===== src/rtl/armleocpu_tlb.sv =====
// Set-associative Sv32 TLB: one-cycle lookup, write-back of PTW results, multi-cycle flush.
// Optional hit/miss performance counters are enabled by defining ARMLEOCPU_TLB_PERF_EN.
module armleocpu_tlb #(
    parameter int unsigned ENTRIES_W = 4,
    parameter int unsigned WAYS_W    = 1,
    localparam int unsigned WAY_IDX_W = (WAYS_W > 0) ? WAYS_W : 1
) (
    input  logic                 clk,
    input  logic                 async_rst_n,
    input  logic [1:0]           command,
    input  logic [19:0]          virtual_address,
    input  logic [7:0]           new_entry_access_bits,
    input  logic [21:0]          new_entry_physical_address,
    output logic                 busy,
    output logic                 resolve_done,
    output logic                 resolve_miss,
    output logic [7:0]           resolve_access_bits,
    output logic [21:0]          resolve_physical_address,
    output logic [WAY_IDX_W-1:0] resolve_way,
    output logic [31:0]          hit_count,
    output logic [31:0]          miss_count
);

    localparam int unsigned SETS  = 1 << ENTRIES_W;
    localparam int unsigned WAYS  = 1 << WAYS_W;
    localparam int unsigned TAG_W = 20 - ENTRIES_W;

    localparam logic [1:0] CMD_RESOLVE        = 2'd1;
    localparam logic [1:0] CMD_WRITE          = 2'd2;
    localparam logic [1:0] CMD_INVALIDATE_ALL = 2'd3;

    typedef enum logic [0:0] {StIdle, StFlush} state_e;

    state_e                 state_q, state_d;
    logic [ENTRIES_W-1:0]   flush_idx_q, flush_idx_d;
    logic [WAY_IDX_W-1:0]   rr_q, rr_d;

    logic [SETS-1:0][WAYS-1:0] valid_q;
    logic [TAG_W-1:0]          tag_q  [SETS][WAYS];
    logic [6:0]                perm_q [SETS][WAYS];
    logic [21:0]               ppn_q  [SETS][WAYS];

    logic [ENTRIES_W-1:0] index;
    logic [TAG_W-1:0]     tag;
    assign index = virtual_address[ENTRIES_W-1:0];
    assign tag   = virtual_address[19:ENTRIES_W];

    // The V bit from the PTW is implied by a WRITE; stored valid is always set.
    logic unused_access_v;
    assign unused_access_v = new_entry_access_bits[0];

    logic                 lookup_hit;
    logic [WAY_IDX_W-1:0] lookup_way;
    logic                 invalid_found;
    logic [WAY_IDX_W-1:0] invalid_way;

    always_comb begin
        lookup_hit    = 1'b0;
        lookup_way    = '0;
        invalid_found = 1'b0;
        invalid_way   = '0;
        for (int w = 0; w < WAYS; w++) begin
            if (!lookup_hit && valid_q[index][WAY_IDX_W'(w)]
                    && (tag_q[index][WAY_IDX_W'(w)] == tag)) begin
                lookup_hit = 1'b1;
                lookup_way = WAY_IDX_W'(w);
            end
            if (!invalid_found && !valid_q[index][WAY_IDX_W'(w)]) begin
                invalid_found = 1'b1;
                invalid_way   = WAY_IDX_W'(w);
            end
        end
    end

    logic                 use_victim;
    logic [WAY_IDX_W-1:0] wr_way;
    logic [WAY_IDX_W-1:0] rr_next;

    assign use_victim = !lookup_hit && !invalid_found;
    assign wr_way     = lookup_hit ? lookup_way : (invalid_found ? invalid_way : rr_q);
    assign rr_next    = (WAYS_W == 0) ? '0 : rr_q + 1'b1;

    logic resolve_en;
    logic write_en;
    logic flush_clear;

    always_comb begin
        state_d     = state_q;
        flush_idx_d = flush_idx_q;
        rr_d        = rr_q;
        resolve_en  = 1'b0;
        write_en    = 1'b0;
        flush_clear = 1'b0;
        unique case (state_q)
            StIdle: begin
                case (command)
                    CMD_RESOLVE: resolve_en = 1'b1;
                    CMD_WRITE: begin
                        write_en = 1'b1;
                        if (use_victim) begin
                            rr_d = rr_next;
                        end
                    end
                    CMD_INVALIDATE_ALL: begin
                        state_d     = StFlush;
                        flush_idx_d = '0;
                        rr_d        = '0;
                    end
                    default: ;
                endcase
            end
            StFlush: begin
                flush_clear = 1'b1;
                if (flush_idx_q == ENTRIES_W'(SETS - 1)) begin
                    state_d = StIdle;
                end else begin
                    flush_idx_d = flush_idx_q + 1'b1;
                end
            end
            default: state_d = StIdle;
        endcase
    end

    always_ff @(posedge clk or negedge async_rst_n) begin
        if (!async_rst_n) begin
            state_q     <= StIdle;
            flush_idx_q <= '0;
            rr_q        <= '0;
            valid_q     <= '0;
        end else begin
            state_q     <= state_d;
            flush_idx_q <= flush_idx_d;
            rr_q        <= rr_d;
            if (flush_clear) begin
                valid_q[flush_idx_q] <= '0;
            end else if (write_en) begin
                valid_q[index][wr_way] <= 1'b1;
            end
        end
    end

    // Payload needs no reset: it is never observed unless its valid bit is set.
    always_ff @(posedge clk) begin
        if (write_en) begin
            tag_q[index][wr_way]  <= tag;
            perm_q[index][wr_way] <= new_entry_access_bits[7:1];
            ppn_q[index][wr_way]  <= new_entry_physical_address;
        end
    end

    always_ff @(posedge clk or negedge async_rst_n) begin
        if (!async_rst_n) begin
            resolve_done             <= 1'b0;
            resolve_miss             <= 1'b0;
            resolve_access_bits      <= '0;
            resolve_physical_address <= '0;
            resolve_way              <= '0;
        end else begin
            resolve_done             <= resolve_en;
            resolve_miss             <= resolve_en && !lookup_hit;
            resolve_access_bits      <= '0;
            resolve_physical_address <= '0;
            resolve_way              <= '0;
            if (resolve_en && lookup_hit) begin
                resolve_access_bits      <= {perm_q[index][lookup_way], 1'b1};
                resolve_physical_address <= ppn_q[index][lookup_way];
                resolve_way              <= lookup_way;
            end
        end
    end

    assign busy = (state_q == StFlush);

`ifdef ARMLEOCPU_TLB_PERF_EN
    logic [31:0] hit_cnt_q;
    logic [31:0] miss_cnt_q;

    always_ff @(posedge clk or negedge async_rst_n) begin
        if (!async_rst_n) begin
            hit_cnt_q  <= '0;
            miss_cnt_q <= '0;
        end else if (resolve_en) begin
            if (lookup_hit) begin
                hit_cnt_q <= hit_cnt_q + 32'd1;
            end else begin
                miss_cnt_q <= miss_cnt_q + 32'd1;
            end
        end
    end

    assign hit_count  = hit_cnt_q;
    assign miss_count = miss_cnt_q;
`else
    assign hit_count  = 32'd0;
    assign miss_count = 32'd0;
`endif

endmodule


===== config.mk =====
export PLATFORM = sky130hd
export DESIGN_NAME = armleocpu_tlb
export DESIGN_NICKNAME = d
export VERILOG_FILES = /design/src/rtl/armleocpu_tlb.sv
export SDC_FILE = /design/constraint.sdc
export NUM_CORES = 1
export LEC_CHECK = 0
export CORE_MARGIN = 2
export CORE_UTILIZATION = 55
export DETAILED_ROUTE_END_ITERATION = 10
export GPL_ROUTABILITY_DRIVEN = 0
export PLACE_DENSITY = 0.72
export SETUP_SLACK_MARGIN = 0.2
export SYNTH_ARGS = -nofsm -noshare
export SYNTH_HDL_FRONTEND = slang
export SYNTH_SLANG_ARGS = --single-unit

===== constraint.sdc =====
create_clock -name clk -period 13.7 [get_ports clk]
set_input_delay 2.055 -clock clk [delete_from_list [all_inputs] [get_ports clk]]
set_output_delay 2.055 -clock clk [all_outputs]
set_load 0.02 [all_outputs]

Word level (Yosys, flattened, before mapping)
Memories as Yosys holds them, arrays and structs flattened.
Cells that the tools add are included.
{"block": "word_totals", "reg_bits": 70, "wordCells": 100, "out_inout_bits": 98, "input_bits": 54, "n_memories": 3, "ram_bits": 1440}
{"memory": "ppn_q", "depth": 16, "word_bits": 44, "read_ports": 1, "rd_clocked_by_memory_dff": 0, "wr": 1, "line": "41", "rtl": "logic [21:0] ppn_q [SETS][WAYS];"}
{"memory": "tag_q", "depth": 16, "word_bits": 32, "read_ports": 1, "rd_clocked_by_memory_dff": 0, "wr": 1, "line": "39", "rtl": "logic [TAG_W-1:0] tag_q [SETS][WAYS];"}
{"memory": "perm_q", "depth": 16, "word_bits": 14, "read_ports": 1, "rd_clocked_by_memory_dff": 0, "wr": 1, "line": "40", "rtl": "logic [6:0] perm_q [SETS][WAYS];"}
{"block": "classes", "n_lt_le_gt_ge": 8, "muxes": 38, "eq_ne": 8, "n_bitwise": 5, "reduce_logical": 13, "addsub": 2}
{"op": "$mux 32", "count": 3}
{"op": "$mux 22", "count": 2}
{"op": "$mux 44", "count": 1}
{"op": "$and 32x32->32", "count": 1}
{"op": "$not 32->32", "count": 1}
{"op": "$or 32x32->32", "count": 1}
{"op": "$demux 22 s1", "count": 1}
{"op": "$demux 16 s1", "count": 1}
{"op": "$demux 2 s4", "count": 2}
{"op": "$eq 16x16->1", "count": 1}
{"op": "$mux 16", "count": 1}
{"op": "$mux 1", "count": 14}
{"op": "$mux 14", "count": 1}
{"op": "$lt 4x5->1 const B", "count": 2}
{"op": "$bmux 2 s4", "count": 1}
{"op": "$ge 4x1->1 const B", "count": 2}
{"op": "$logic_and 1x1->1", "count": 8}
{"op": "$mux 4", "count": 2}
{"op": "$mux 8", "count": 1}
{"op": "$pmux 4 s2", "count": 1}
{"op": "$demux 7 s1", "count": 1}
{"op": "$mux 7", "count": 1}
{"op": "$add 4x1->4 const B", "count": 1}
{"op": "$eq 2x2->1 const B", "count": 2}
{"op": "18 further kinds", "count": 22}

Longest topological paths before layout
{"block": "logic_depth", "word_depth": 14, "depth_mapped": 13, "ltp_nobuf": 8}

Worst setup path after synthesis
Ideal clock, no wire load.
{"block": "synth_timing", "kind": "in2reg", "startpoint": "input virtual_address[1]", "endpoint": "memory perm_q[4][10] (netlist bit) (enable)", "setup_time_ns": 0.559, "path_buffers": 2, "stages": 10, "required_ns": 13.141, "arrival_time_ns": 8.142, "slack_ns": 4.999, "path_cell_list": "buf_4 buf_6 mux4_2 a22oi_1 nand3_1 xnor2_1 nand4_1 nor3_4 a21oi_4 nor4_1"}
{"block": "synth_via", "elab_chain_cells": 11, "elab_cells_between_ends": 15}
{"element": "from (decl)", "line": "11", "rtl": "input logic [19:0] virtual_address,"}
{"element": "$mem_v2 16x32 / $bmux 2 s4 (equally long branches)"}
{"element": "$eq 16x16->1 / $mux 1 (equally long branches)", "line": "64, 63, 68"}
{"element": "$logic_and 1x1->1", "line": "64", "rtl": "&& (tag_q[index][WAY_IDX_W'(w)] == tag)) begin"}
{"element": "$mux 1", "line": "63", "rtl": "if (!lookup_hit && valid_q[index][WAY_IDX_W'(w)]"}
{"element": "$mux 1", "line": "80", "rtl": "assign wr_way = lookup_hit ? lookup_way : (invalid_found ? invalid_way : rr_q);"}
{"element": "$not 1->2 (not written as such)", "line": "146", "rtl": "perm_q[index][wr_way] <= new_entry_access_bits[7:1];"}
{"element": "$ge 2x2->1 (not written as such) / $lt 2x1->1 (equally long branches)", "line": "146"}
{"element": "$logic_and 1x1->1 (not written as such)", "line": "146"}
{"element": "$mux 7 (not written as such)", "line": "146"}
{"element": "$demux 7 s1", "line": "146"}
{"element": "$mux 14 (not written as such)", "line": "146"}
{"element": "to (decl)", "line": "40"}
Several ways; a longest one is shown, not always the timed one. The select of a mux whose other input is x is not followed.

Worst setup path in the final report
{"block": "layout_timing", "startpoint": "input virtual_address[1]", "endpoint": "memory tag_q[13][25] (netlist bit) (enable)"}
{"block": "layout_via", "elab_chain_cells": 11, "elab_cells_between_ends": 15}
{"element": "$mem_v2 16x32 / $bmux 2 s4 (equally long branches)"}
{"element": "$eq 16x16->1 / $mux 1 (equally long branches)", "line": "64, 63, 68"}
{"element": "$logic_and 1x1->1", "line": "64"}
{"element": "$mux 1", "line": "63"}
{"element": "$mux 1", "line": "80"}
{"element": "$not 1->2 (not written as such)", "line": "145", "rtl": "tag_q[index][wr_way] <= tag;"}
{"element": "$ge 2x2->1 (not written as such) / $lt 2x1->1 (equally long branches)", "line": "145"}
{"element": "$logic_and 1x1->1 (not written as such)", "line": "145"}
{"element": "$mux 16 (not written as such)", "line": "145"}
{"element": "$demux 16 s1", "line": "145"}
{"element": "$mux 32 (not written as such)", "line": "145"}
{"element": "to (decl)", "line": "39"}
Several ways; a longest one is shown, not always the timed one. The select of a mux whose other input is x is not followed.

==> flow_metrics.tcl <==
set metrics [dict create \
    swShare_pct 21.7 \
    cp-start-kind "input port" \
    syn_area_um2 30400 \
    instances_no_fill 2285 \
    cp_data_arrival_time_ns 7.36 \
    postRouteAntennaNets 0 \
    ys.flop_type "edfxtp_1" \
    power_frac_comb_pct 7.0 \
    cts_root_buffer "clkbuf_16" \
    design_area_um2 34200 \
    die_x_um 239 \
    max-slew-margin-rel_pct 31.2 \
    crit_fanout 63 \
    slew_violations 0 \
    portBuffers 85 \
    dp.cells 2143 \
    mostFrequentLayoutCells "edfxtp_1 (720), mux4_2 (185), clkbuf_16 (80), clkdlybuf4s50_1 (80), conb_1 (65)" \
    power_leakage_nw 11.2 \
    setup_tns_ns 0 \
    hp-class "register to register" \
    timing.fmax_mhz 140 \
    synth_area_per_cell_um2 21.9 \
    drt_iter0_markers 1416 \
    synth_adder_area_share_pct 0.165 \
    synth_edf_count 720 \
    vias_per_cell 6.11 \
    vias 14000 \
    synth_top_family_by_area "multiplexers" \
    area_growth_syn_to_layout_pct 12.7 \
    ys_ff_latch 774 \
    htreeDepth 3 \
    end_kind "register" \
    grt_pass1_vias 14400 \
    drv_cap 0 \
    synthSimpleGateAreaFrac_pct 2.66 \
    outcome "finished, final reports clean" \
    wire_per_inst_um 27.2 \
    die_area_um2 57200 \
    postCtsHoldBufs 0 \
    cts_tree "built" \
    hold_slack_ns 0.520 \
    ir_worst_vdd_v 0.0000942 \
    dpl_cell_area_um2 31800 \
    dr.pass1.iters 5 \
    nets 1576 \
    worst_pin_slew_ns 1.03 \
    numCtsBuffers 77 \
    yosys_warnings 0 \
    drc 0 \
    finalHoldViolations 0 \
    grt_pass1_wl_um 92300 \
    ys_types 54 \
    yosysSeqAreaShare_pct 75.6 \
    fp-row-count 86 \
    clk_latency_ns 0.62 \
    core_um2 54900 \
    finalCriticalPeriod_ns 7.13 \
    critPathMaxStageDelay_ns 0.87 \
    clock-sinks 774 \
    crit_type "input port to register" \
    worst_path_most_repeated_cell "buf_4" \
    synth-compound-area-share_pct 1.80 \
    antenna_found_initial 4 \
    hp-start "valid_q[2]" \
    overflow 0 \
    place_hpwl_um 30100 \
    grt_max_degree 64 \
    start_util_pct 55.4 \
    synthCells 1391 \
    clk_pin_slew_ns 0.06 \
    postCtsSetupBuffers 0 \
    cp.required_ns 13.93 \
    cts_buffer_depth 3 \
    p_clk_share_pct 40.3 \
    chipHeight_um 239 \
    crit_start "virtual_address[1]" \
    synthMuxAreaShare_pct 16.1 \
    p_switching_w 0.00109 \
    rsz0062_at_grt "no" \
    crit_chain "clkbuf_8 -> buf_4 -> nor2b_1 -> a22oi_1 -> nand2_1 -> xnor2_1 -> o2111ai_1 -> nor3_4 -> a21oi_4 -> buf_4 -> nor3_4 -> buf_4" \
    final_common_cell "edfxtp_1" \
    r2r_start "tag_q[15][24]" \
    power_density_nw_per_um2 147 \
    cp_slowest_cell "buf_4" \
    async_flop_share_pct 6.98 \
    skew_ns 0.0249 \
    setup_viol 0 \
    period_share_pct 52.0 \
    drive_above_1_share_pct 23.9 \
    wl_um 62200 \
    seqPwrFrac_pct 52.7 \
    cts-resized-gates 0 \
    synth-xor-area-share_pct 0.720 \
    gr-usage-all-layers_pct 22.5 \
    ios 152 \
    internal-power_w 0.00395 \
]
## sequential cells by signal, indices dropped and copies added, names as in the netlist
register                  count
rr_q                          1
valid_q                      16
resolve_miss                  1
ppn_q                       352
tag_q                       256
resolve_physical_address     22
perm_q                      112
flush_idx_q                   4
resolve_done                  1
resolve_access_bits           8
busy                          1
## kinds of logic after synthesis
logic type,after synthesis
AO/OA/AOI/OAI,81
XOR/XNOR,25
other,1
flip-flops,774
multiplexers,243
buffers and inverters,137
AND/OR/NAND/NOR,126
adder cells (fa/ha/maj),4
## critical path, delay by kind of cell
family	cells	cell delay, ns
AOI/OAI and AO/OA	3	0.42
xor gates and xnor gates	1	0.14
buffers and inverters	4	2.38
and+or+nand+nor	4	2.20
## per-stage QoR
stage,power [W],util [%],setup WS [ns]
final,0.00504,62.4,6.57
after global routing,0.00520,62.4,6.20
after CTS,0.00508,62.4,6.53
after detailed placement,0.00306,58.0,5.99
after global placement,0.00304,58.0,6.00
after floorplan,0.00295,-,5.00
## Yosys cell counts (8+ instances only)
library cell	n	area, um^2
a22oi_1	10	75.1
buf_2	20	100
buf_4	77	578
buf_6	11	124
clkbuf_1	19	71.3
dfrtp_1	54	1350
edfxtp_1	720	21600
inv_1	8	30.0
mux2_2	18	203
mux2i_1	33	330
mux4_2	185	4170
nand2_1	30	113
nand3_1	9	45.0
nor2_1	15	56.3
nor2b_1	27	169
nor2b_4	10	138
o21ai_0	27	135
o22ai_1	8	50.1
xnor2_1	14	123
xor2_1	11	96.3
## layer usage
| layer | GRT usage, % | wire (um) |
|---|---|---|
| met2 | 36.7 | 31400 |
| met4 | 6.82 | 1280 |
| met3 | 3.48 | 3400 |
| met1 | 31.9 | 26100 |
| met5 | 0 | 12 |
## worst paths after layout
check | end | slack, ns | cells after the start
worst max-delay path | tag_q[13][25] | 6.57 | 12
min in group asynchronous | resolve_physical_address[4] | 1.65 | 2
max in group asynchronous | resolve_access_bits[3] | 11.46 | 2
worst max register to register | tag_q[13][25] | 9.24 | 10
worst min-delay path | valid_q[2] | 0.52 | 2
worst min register to register | valid_q[2] | 0.52 | 2
## cell type report
type / count / area [um^2]
multi-input cells: 544 / 6860
fillers: 3652 / 20600
clock inverters: 27 / 255
repair buffers: 113 / 1060
clock buffers: 112 / 2170
flip-flops and latches: 774 / 23000
diodes: 3 / 7.51
inverters: 8 / 30.0
well taps: 704 / 881
## power groups by stage
stage	Clock, W	Combinational [W]	Sequential [W]
after floorplan	0	0.000252	0.00270
after global placement	0	0.000345	0.00270
after detailed placement	0	0.000355	0.00270
after CTS	0.00206	0.000357	0.00265
after global routing	0.00215	0.000386	0.00266
final	0.00203	0.000353	0.00266
(Power assumes the default switching activity.)
